<file path="config.mk">
export PLATFORM = sky130hd
export DESIGN_NAME = mdu_iterative
export DESIGN_NICKNAME = d
export VERILOG_FILES = /design/src/rtl/mdu_iterative.sv
export SDC_FILE = /design/constraint.sdc
export NUM_CORES = 1
export LEC_CHECK = 0
export ABC_AREA = 1
export CORE_ASPECT_RATIO = 0.6
export CORE_MARGIN = 2
export CORE_UTILIZATION = 50
export CTS_CLUSTER_DIAMETER = 40
export DETAILED_ROUTE_END_ITERATION = 10
export PLACE_DENSITY = 0.68
export REMOVE_ABC_BUFFERS = 1
export SLEW_MARGIN = 25
export SYNTH_ARGS = -nofsm -noshare
export SYNTH_HDL_FRONTEND = slang
export SYNTH_SLANG_ARGS = --single-unit
</file>
<file path="constraint.sdc">
create_clock -name clk -period 4.78 [get_ports clk]
set_clock_uncertainty 0.2 [all_clocks]
set_input_delay 0.478 -clock clk [delete_from_list [all_inputs] [get_ports clk]]
set_output_delay 0.478 -clock clk [all_outputs]
set_load 0.01 [all_outputs]
</file>
<file path="src/rtl/mdu_iterative.sv">
// mdu_iterative: iterative multiply/divide unit with architectural HI/LO.
// Decodes mult/multu/div/divu/mthi/mtlo from the R-type funct field.
// Multiply is radix-2 shift-add; divide is restoring, one bit per cycle.
// Optional feature macro: MDU_EARLY_TERM_EN -- mult/multu leave CALC as soon
// as the remaining multiplier bits are all zero.
module mdu_iterative #(
    parameter int WIDTH = 32
) (
    input  logic             clk,
    input  logic             rst_n,
    input  logic             start,
    input  logic [5:0]       funct,
    input  logic [WIDTH-1:0] a,
    input  logic [WIDTH-1:0] b,
    output logic             busy,
    output logic             done,
    output logic             div_by_zero,
    output logic [WIDTH-1:0] hi,
    output logic [WIDTH-1:0] lo
);
    localparam int CW = $clog2(WIDTH + 1);

    localparam logic [5:0] F_MTHI  = 6'b010001;
    localparam logic [5:0] F_MTLO  = 6'b010011;
    localparam logic [5:0] F_MULT  = 6'b011000;
    localparam logic [5:0] F_MULTU = 6'b011001;
    localparam logic [5:0] F_DIV   = 6'b011010;
    localparam logic [5:0] F_DIVU  = 6'b011011;

    typedef enum logic [1:0] {S_IDLE, S_CALC, S_FIX} state_t;
    state_t r_state, w_next;

    logic [CW-1:0]      r_cnt;
    logic               r_is_div, r_neg_res, r_neg_rem, r_dbz, r_done;
    logic [2*WIDTH-1:0] r_mcand, r_acc;
    logic [WIDTH-1:0]   r_opb, r_quo, r_rem, r_hi, r_lo;

    logic               w_accept, w_is_mul, w_is_div, w_signed;
    logic               w_a_neg, w_b_neg, w_b_zero, w_last, w_ge;
    logic [WIDTH-1:0]   w_a_mag, w_b_mag, w_sub, w_quo_fix, w_rem_fix, w_dvd_fix;
    logic [WIDTH:0]     w_trial;
    logic [2*WIDTH-1:0] w_prod_fix;

    // Decode, operand magnitudes, divide step and sign correction
    always_comb begin
        w_accept   = start && (r_state == S_IDLE);
        w_is_mul   = (funct == F_MULT) || (funct == F_MULTU);
        w_is_div   = (funct == F_DIV)  || (funct == F_DIVU);
        w_signed   = (funct == F_MULT) || (funct == F_DIV);
        w_a_neg    = w_signed && a[WIDTH-1];
        w_b_neg    = w_signed && b[WIDTH-1];
        w_a_mag    = w_a_neg ? -a : a;
        w_b_mag    = w_b_neg ? -b : b;
        w_b_zero   = (b == '0);
        // Trial remainder is WIDTH+1 bits; the difference always fits in WIDTH
        w_trial    = {r_rem, r_quo[WIDTH-1]};
        w_ge       = (w_trial >= {1'b0, r_opb});
        w_sub      = w_trial[WIDTH-1:0] - r_opb;
        w_last     = (r_cnt == CW'(1));
`ifdef MDU_EARLY_TERM_EN
        if (!r_is_div && (r_opb[WIDTH-1:1] == '0)) begin
            w_last = 1'b1;
        end
`endif
        w_prod_fix = r_neg_res ? -r_acc : r_acc;
        w_quo_fix  = r_neg_res ? -r_quo : r_quo;
        w_rem_fix  = r_neg_rem ? -r_rem : r_rem;
        // Zero-divisor path skips CALC, so r_quo still holds |dividend|
        w_dvd_fix  = r_neg_rem ? -r_quo : r_quo;
    end

    // State register
    always_ff @(posedge clk or negedge rst_n) begin
        if (!rst_n) begin
            r_state <= S_IDLE;
        end else begin
            r_state <= w_next;
        end
    end

    // Next-state logic
    always_comb begin
        w_next = r_state;
        case (r_state)
            S_IDLE: begin
                if (w_accept && (w_is_mul || w_is_div)) begin
                    w_next = (w_is_div && w_b_zero) ? S_FIX : S_CALC;
                end
            end
            S_CALC:  w_next = w_last ? S_FIX : S_CALC;
            S_FIX:   w_next = S_IDLE;
            default: w_next = S_IDLE;
        endcase
    end

    // Output logic
    always_comb begin
        busy        = (r_state != S_IDLE);
        done        = r_done;
        div_by_zero = r_dbz;
        hi          = r_hi;
        lo          = r_lo;
    end

    // Datapath: operand latch, iteration engine, HI/LO write-back
    always_ff @(posedge clk or negedge rst_n) begin
        if (!rst_n) begin
            r_cnt     <= '0;
            r_is_div  <= 1'b0;
            r_neg_res <= 1'b0;
            r_neg_rem <= 1'b0;
            r_dbz     <= 1'b0;
            r_done    <= 1'b0;
            r_mcand   <= '0;
            r_acc     <= '0;
            r_opb     <= '0;
            r_quo     <= '0;
            r_rem     <= '0;
            r_hi      <= '0;
            r_lo      <= '0;
        end else begin
            r_done <= 1'b0;
            case (r_state)
                S_IDLE: begin
                    if (w_accept) begin
                        if (funct == F_MTHI) begin
                            r_hi <= a;
                        end
                        if (funct == F_MTLO) begin
                            r_lo <= a;
                        end
                        if (w_is_mul || w_is_div) begin
                            r_is_div  <= w_is_div;
                            r_neg_res <= w_a_neg ^ w_b_neg;
                            r_neg_rem <= w_a_neg;
                            r_dbz     <= w_is_div && w_b_zero;
                            r_mcand   <= {{WIDTH{1'b0}}, w_a_mag};
                            r_acc     <= '0;
                            r_opb     <= w_b_mag;
                            r_quo     <= w_a_mag;
                            r_rem     <= '0;
                            r_cnt     <= CW'(WIDTH);
                        end
                    end
                end
                S_CALC: begin
                    r_cnt <= r_cnt - CW'(1);
                    if (r_is_div) begin
                        r_rem <= w_ge ? w_sub : w_trial[WIDTH-1:0];
                        r_quo <= {r_quo[WIDTH-2:0], w_ge};
                    end else begin
                        if (r_opb[0]) begin
                            r_acc <= r_acc + r_mcand;
                        end
                        r_mcand <= r_mcand << 1;
                        r_opb   <= r_opb >> 1;
                    end
                end
                S_FIX: begin
                    r_done <= 1'b1;
                    if (!r_is_div) begin
                        r_hi <= w_prod_fix[2*WIDTH-1:WIDTH];
                        r_lo <= w_prod_fix[WIDTH-1:0];
                    end else if (r_dbz) begin
                        r_hi <= w_dvd_fix;
                        r_lo <= '1;
                    end else begin
                        r_hi <= w_rem_fix;
                        r_lo <= w_quo_fix;
                    end
                end
                default: ;
            endcase
        end
    end

endmodule

</file>
==> results.cfg, run 1 <==
[status]
status = finished clean

[clock_tree]
clk_latency_ns = 0.61
cts-htree-levels = 2
ctsResizeCount = 0
cts_buffer_depth = 3
clockRootBuffer = clkbuf_16
cts_tree = yes
cts_made_buffers = 47
clkSinkCount = 301
clk_pin_slew_ns = 0.06

[setup_path]
crit_path_frequent_cell = inv_2
arrival_ns = 3.73
r2r_cells = 12
cp_slowest_stage_delay_ns = 0.54
worst-path-max-fanout = 49
worstReg2RegStart = r_state[0]
reg2reg_to = r_acc[3]
end_kind = flip-flop
cp_cell_sequence = inv_2, nor2_4, inv_2, nor2_1, inv_2, nor2_4, buf_4, nor2_2, inv_2, o21ai_0, a211o_1, o21ai_1
path_class = reg2reg
crit_family = buffers and inverters
cp.required_ns = 5.08
r2r_slack_ns = 1.35
cp.buffers_inverters = 5
startpoint = r_state[0]
start_kind = flip-flop
cpMaxStageDelayCell = buf_4

[logic_synthesis]
muxShareOfSynthArea = 0
yosys_warnings = 0
synth_compound_area_frac = 0.184
synthArstFlopShare = 1.00
ys.flop_type = dfrtp_1
yosysMostFrequentCell = nand2_1
ys_top_cells_by_count = nand2_1 (1133), nor2_1 (665), inv_1 (474)
ys_top_cells_by_area = dfrtp_1 (28%), nand2_1 (16%), nor2_1 (9.3%), a21oi_1 (7.0%), nand3_1 (7.0%)
synth.distinct_cells = 50
synth_top_area_frac = 0.282
syn_inst = 4353
synth-simple-area-share = 0.373
synth_edf_count = 0
yosys.area.top_type = dfrtp_1
seq_area_frac_synth = 0.282
synth_top_family_by_area = simple AND/OR/NAND/NOR gates
synth.cell_area_um2 = 26700
ys_ff_latch = 301
synth.avg_cell_area_um2 = 6.14
synth-xor-area-share = 0.0167
synthAdderAreaFrac = 0.0493

[cells_and_area]
instances_no_fill = 5191
area_growth_pct = 13.9
drive_above_1_share = 0.0515
post-route-cell-area_um2 = 30400
layout.nets = 4627

[detailed_routing]
routed_via_density = 5.99
vias = 31100
drtIter0Drc = 4391
route.detailed.drc = 0
wl_per_cell_um = 22.7
firstDrtPassIters = 6
wl_mm = 118
drtAntennaViolNets = 0

[sta]
post-route-period-util = 0.717
report.final.slew_viol_count = 0
clock.fmax_mhz = 292
worst_slew_pin_slew_ns = 1.23
setup_viol = 0
rsz0062_at_grt = no
max_slew_margin = 0.172
fin_crit_ns = 3.43
final.setup.tns_ns = 0
finalHoldViolCount = 0

[global_route]
grt_max_degree = 99
grt_antenna_before_repair = 3
grt_use_total = 0.420
grt_pass1_wl_mm = 174
overflow = 0
grt_pass1_vias = 27300

[min_path]
holdCritPathClass = in2async

[pwr]
p_leak_uw = 0.0143
irDropWorstVdd_v = 0.000455
powerDensity_nw_per_um2 = 720

[die]
die_w_um = 302
fp.dieH_um = 183
start_util = 0.508
core_area_um2 = 52600
rows = 65
num_io_pins = 140
dieArea_um2 = 55300

[job]
cap_violations = 0

[placement]
numPortBuffers = 139
hpwl_mm = 93.6
placed_cells = 5103
post_dp_cell_area_um2 = 28800
gp_congestion = 1.08
-- power breakdown --
part           internal [uW]  switching [uW]  leakage (uW)
combinational           4080            9010       0.00975
sequential              3530            1640       0.00370
clock                   2120            1520      0.000794
-- worst max path at each step --
stage,end,slack (ns),cells past startpoint
2_1_floorplan,r_acc[3],-0.56,11
3_3_place_gp,hi[2],1.24,9
3_5_place_dp,hi[2],1.17,10
4_1_cts,r_acc[3],1.41,12
5_1_grt,r_acc[3],1.12,12
6_report,r_acc[3],1.35,12
-- worst reg2reg max path, stage by stage (launching register included) --
cell and delay, ns:
dfrtp_1 0.45, inv_2 0.07, nor2_4 0.09, inv_2 0.27
nor2_1 0.23, inv_2 0.26, nor2_4 0.16, buf_4 0.54
nor2_2 0.13, inv_2 0.44, o21ai_0 0.19, a211o_1 0.25
o21ai_1 0.06
-- final cells by class --
class / instances / area, um2
multi-input cells: 3416 / 16700
flip-flops and latches: 301 / 7540
diodes: 1 / 2.50
inverters: 492 / 1850
clock inverters: 32 / 389
fillers: 5382 / 22200
repair buffers: 192 / 1850
clock buffers: 54 / 1220
well taps: 703 / 880
-- stage by stage --
stage / setup slack, ns / utilization / hold slack, ns / power (uW)
after floorplan: -0.561 / - / -0.0176 / 12700
after global placement: 1.24 / 0.547 / 0.266 / 17500
after detailed placement: 1.17 / 0.547 / 0.267 / 17500
after CTS: 1.41 / 0.578 / 0.283 / 21200
after global routing: 1.12 / 0.578 / 0.298 / 23300
final: 1.35 / 0.578 / 0.258 / 21900
-- flip-flops by register name (all words and copies together) (netlist names) --
signal	cells
r_acc	64
r_quo	32
r_neg_rem	1
r_state	2
div_by_zero	1
r_neg_res	1
hi	32
r_cnt	6
done	1
r_opb	32
r_mcand	64
r_rem	32
lo	32
r_is_div	1
-- cells by family after synthesis --
kind of cell	Yosys count
buffers and inverters	636
flip-flops	301
adder cells (fa/ha/maj)	104
AND/OR/NAND/NOR	2370
AO/OA/AOI/OAI	891
XOR/XNOR	51
-- placed cells by master, fill, tap and decap left out, types with 5 or more instances in the layout --
cell                n
nand2_2            16
nand2_1          1132
o21ai_1            22
buf_4              48
nor2_1            663
clkbuf_1            5
nor2_4              8
a31oi_1            15
clkdlybuf4s50_1   138
xor2_1             29
xnor2_1            22
or2_2              13
nand3b_1           31
o221ai_1           22
inv_1             474
inv_8               5
o21ai_0           293
a21boi_0            6
inv_2              17
nand3_2            21
o21a_1             11
inv_6              12
a22oi_1             8
nor3_1             36
clkbuf_16          47
a21o_1              8
nand3_1           374
nor2_2             15
o21bai_1           23
o22ai_1            53
dfrtp_1           300
nor4_1              5
a21oi_1           374
ha_1              102
nand4_1            45
clkinv_4            5
o211ai_1           43
-- layer usage --
metal / up-vias / GRT usage / part of all wire
li1: 14500 / - / -
met1: 14400 / 0.645 / 0.45
met4: 4 / 0.0863 / 0.021
met3: 161 / 0.196 / 0.17
met5: - / 0 / 0.00014
met2: 1983 / 0.518 / 0.36
-- repair_timing --
action | CTS | global route
buffers inserted | 0 | 0
endpoints found under the hold margin | 93 | 0
hold buffers | 1 | 0
endpoints found under the setup margin | 0 | 0
No activity file was read; power rests on OpenSTA's default activity.
==> inputs of run 2 (changes only) <==
PLACE_DENSITY = 0.71   (was 0.68)
clock period = 2.84 ns   (was 4.78 ns; I/O delays follow)
==> run 2 against run 1 <==
The run now ends with negative setup slack left. Maximum frequency is 19% higher. Hold slack worse by 0.20 ns. Setup slack worse by 1.4 ns. Cell count is 2.4% higher. Clock-buffer cell count is 4 lower. Sequential share of layout area is 1.0 points lower. Global-route usage is 0.068 points lower. Sequential power is 58% higher. Utilization is 2.6 points higher. Clock power is 67% higher. Die area stayed put. Critical endpoint is now hi[13]. Non-clock buffer count is 132 higher.
==> results.cfg, run 2 (synthesis gave the netlist of run 1 again) <==
[status]
status = finished with violations
violations = negative setup slack

[clock_tree]
clk_latency_ns = 0.59
cts_made_buffers = 43
cts_tree = yes
cts-htree-levels = 2
clk_pin_slew_ns = 0.06
clockRootBuffer = clkbuf_16
clkSinkCount = 301
cts_buffer_depth = 3

[die]
die_w_um = 302
core_area_um2 = 52600
num_io_pins = 140
fp.dieH_um = 183
dieArea_um2 = 55300
start_util = 0.508
rows = 65

[placement]
preCtsSetupSlack_ns = -0.0229
numPortBuffers = 139
post_dp_cell_area_um2 = 30000
hpwl_mm = 94.6
gp_congestion = 1.07

[global_route]
grt_use_met1 = 0.639
use_met2 = 0.524
grt_max_degree = 103
grt_pass1_wl_mm = 175
grt.busiest_layer = met1
grt_use_total = 0.420
overflow = 0
met3_usage = 0.195
grt_antenna_before_repair = 3
grt_pass1_vias = 28200

[detailed_routing]
wl_mm = 118
route.detailed.drc = 0
firstDrtPassIters = 7
routed_via_density = 5.96
drtAntennaViolNets = 0
wl_per_cell_um = 22.1
drtIter0Drc = 5181
vias = 31700

[cells_and_area]
layout_commonest_cell = nand2_1
final_cell_mix = nand2_1 (1128), nor2_1 (657), inv_1 (472), a21oi_1 (373), nand3_1 (372)
layout.nets = 4755
antenna_cells = 0
largest_registers = r_acc x64, r_mcand x64
post-route-cell-area_um2 = 31800
drive_above_1_share = 0.0852
area_growth_pct = 18.9

[pwr]
p_leak_uw = 0.0150
seqPwrFrac = 0.213
power.switching_uw = 20600
combPwrFrac = 0.629
powerDensity_nw_per_um2 = 1210
switching_share = 0.538
p_clk_frac = 0.158
irDropWorstVdd_v = 0.000713
p_int_uw = 17800

[setup_path]
r2r_slack_ns = -0.05
path_class = reg2reg
cp.required_ns = 3.09
cp_cell_sequence = inv_1, buf_4, nand3_2, nor2_4, buf_4, nand2_1, xor2_1, o21ai_0, nand3_1, nand2_1, a21oi_1
start_kind = flip-flop
cp.buffers_inverters = 3
end_kind = flip-flop
crit_family = simple AND/OR/NAND/NOR gates
arrival_ns = 3.14
worst-path-max-fanout = 7
cpMaxStageDelayCell = dfrtp_1
cp_slowest_stage_delay_ns = 0.48

[sta]
report.final.slew_viol_count = 0
setup_viol = 1
worst_slew_pin_slew_ns = 0.744
clock.fmax_mhz = 346
fin_crit_ns = 2.89
fin_ws_ns = -0.0496
post-route-period-util = 1.02
final.setup.tns_ns = -0.0496
max_slew_margin = 0.504
finalHoldViolCount = 0

[min_path]
holdCritPathClass = in2async

[job]
cap_violations = 0
-- run 2: routing by layer --
metal / vias up / share of wire
met2: 2018 / 0.36
met1: 14700 / 0.44
met5: - / 0.0015
li1: 14800 / -
met4: 6 / 0.021
met3: 157 / 0.17
-- run 2: power groups by stage --
stage               Clock, uW  Sequential, uW  Combinational [uW]
floorplan                   0            7480               14000
global placement            0            7940               22500
detailed placement          0            7950               22600
CTS                      6090            7920               22800
global route             6280            8270               26200
finish                   6070            8180               24100
-- run 2: worst reg2reg max path, stage by stage (launching register included) --
cell and delay [ns]:
dfrtp_1 0.48, inv_1 0.13, buf_4 0.18, nand3_2 0.17, nor2_4 0.28, buf_4 0.17, nand2_1 0.06, xor2_1 0.16
o21ai_0 0.37, nand3_1 0.36, nand2_1 0.15, a21oi_1 0.07
-- run 2: final cells by class --
cell class                      instances  area, um2
Fill cell                            5125      20900
Multi-Input combinational cell       3416      16900
Sequential cell                       301       7540
Timing Repair Buffer                  324       3040
Inverter                              492       1850
Clock buffer                           50       1160
Tap cell                              703        880
Clock inverter                         27        413
-- run 2: worst paths after layout --
path / startpoint / end / cells after the start
max: r_quo[0] / hi[13] / 11
min: rst_n / r_mcand[43] / 2
max reg2reg: r_quo[0] / hi[13] / 11
min reg2reg: r_opb[27] / r_opb[27] / 2
max in group asynchronous: rst_n / hi[0] / 3
min in group clk: b[27] / r_opb[27] / 5
-- run 2: stage by stage --
stage / utilization / hold WS, ns / instances / power (uW)
6_report: 0.604 / 0.0531 / 5313 / 38400
5_1_grt: 0.604 / 0.104 / 5313 / 40700
4_1_cts: 0.599 / 0.0797 / 5309 / 36800
3_5_place_dp: 0.569 / 0.0780 / 5231 / 30600
3_3_place_gp: 0.569 / 0.0765 / 5231 / 30500
2_1_floorplan: - / -0.212 / 4209 / 21400
-- run 2: timing repair --
action | in CTS | in global routing
endpoints found under the setup margin | 0 | 47
gates resized for setup | 0 | 44
buffers inserted | 0 | 4
hold endpoints to repair | 219 | 0
hold buffers | 1 | 0
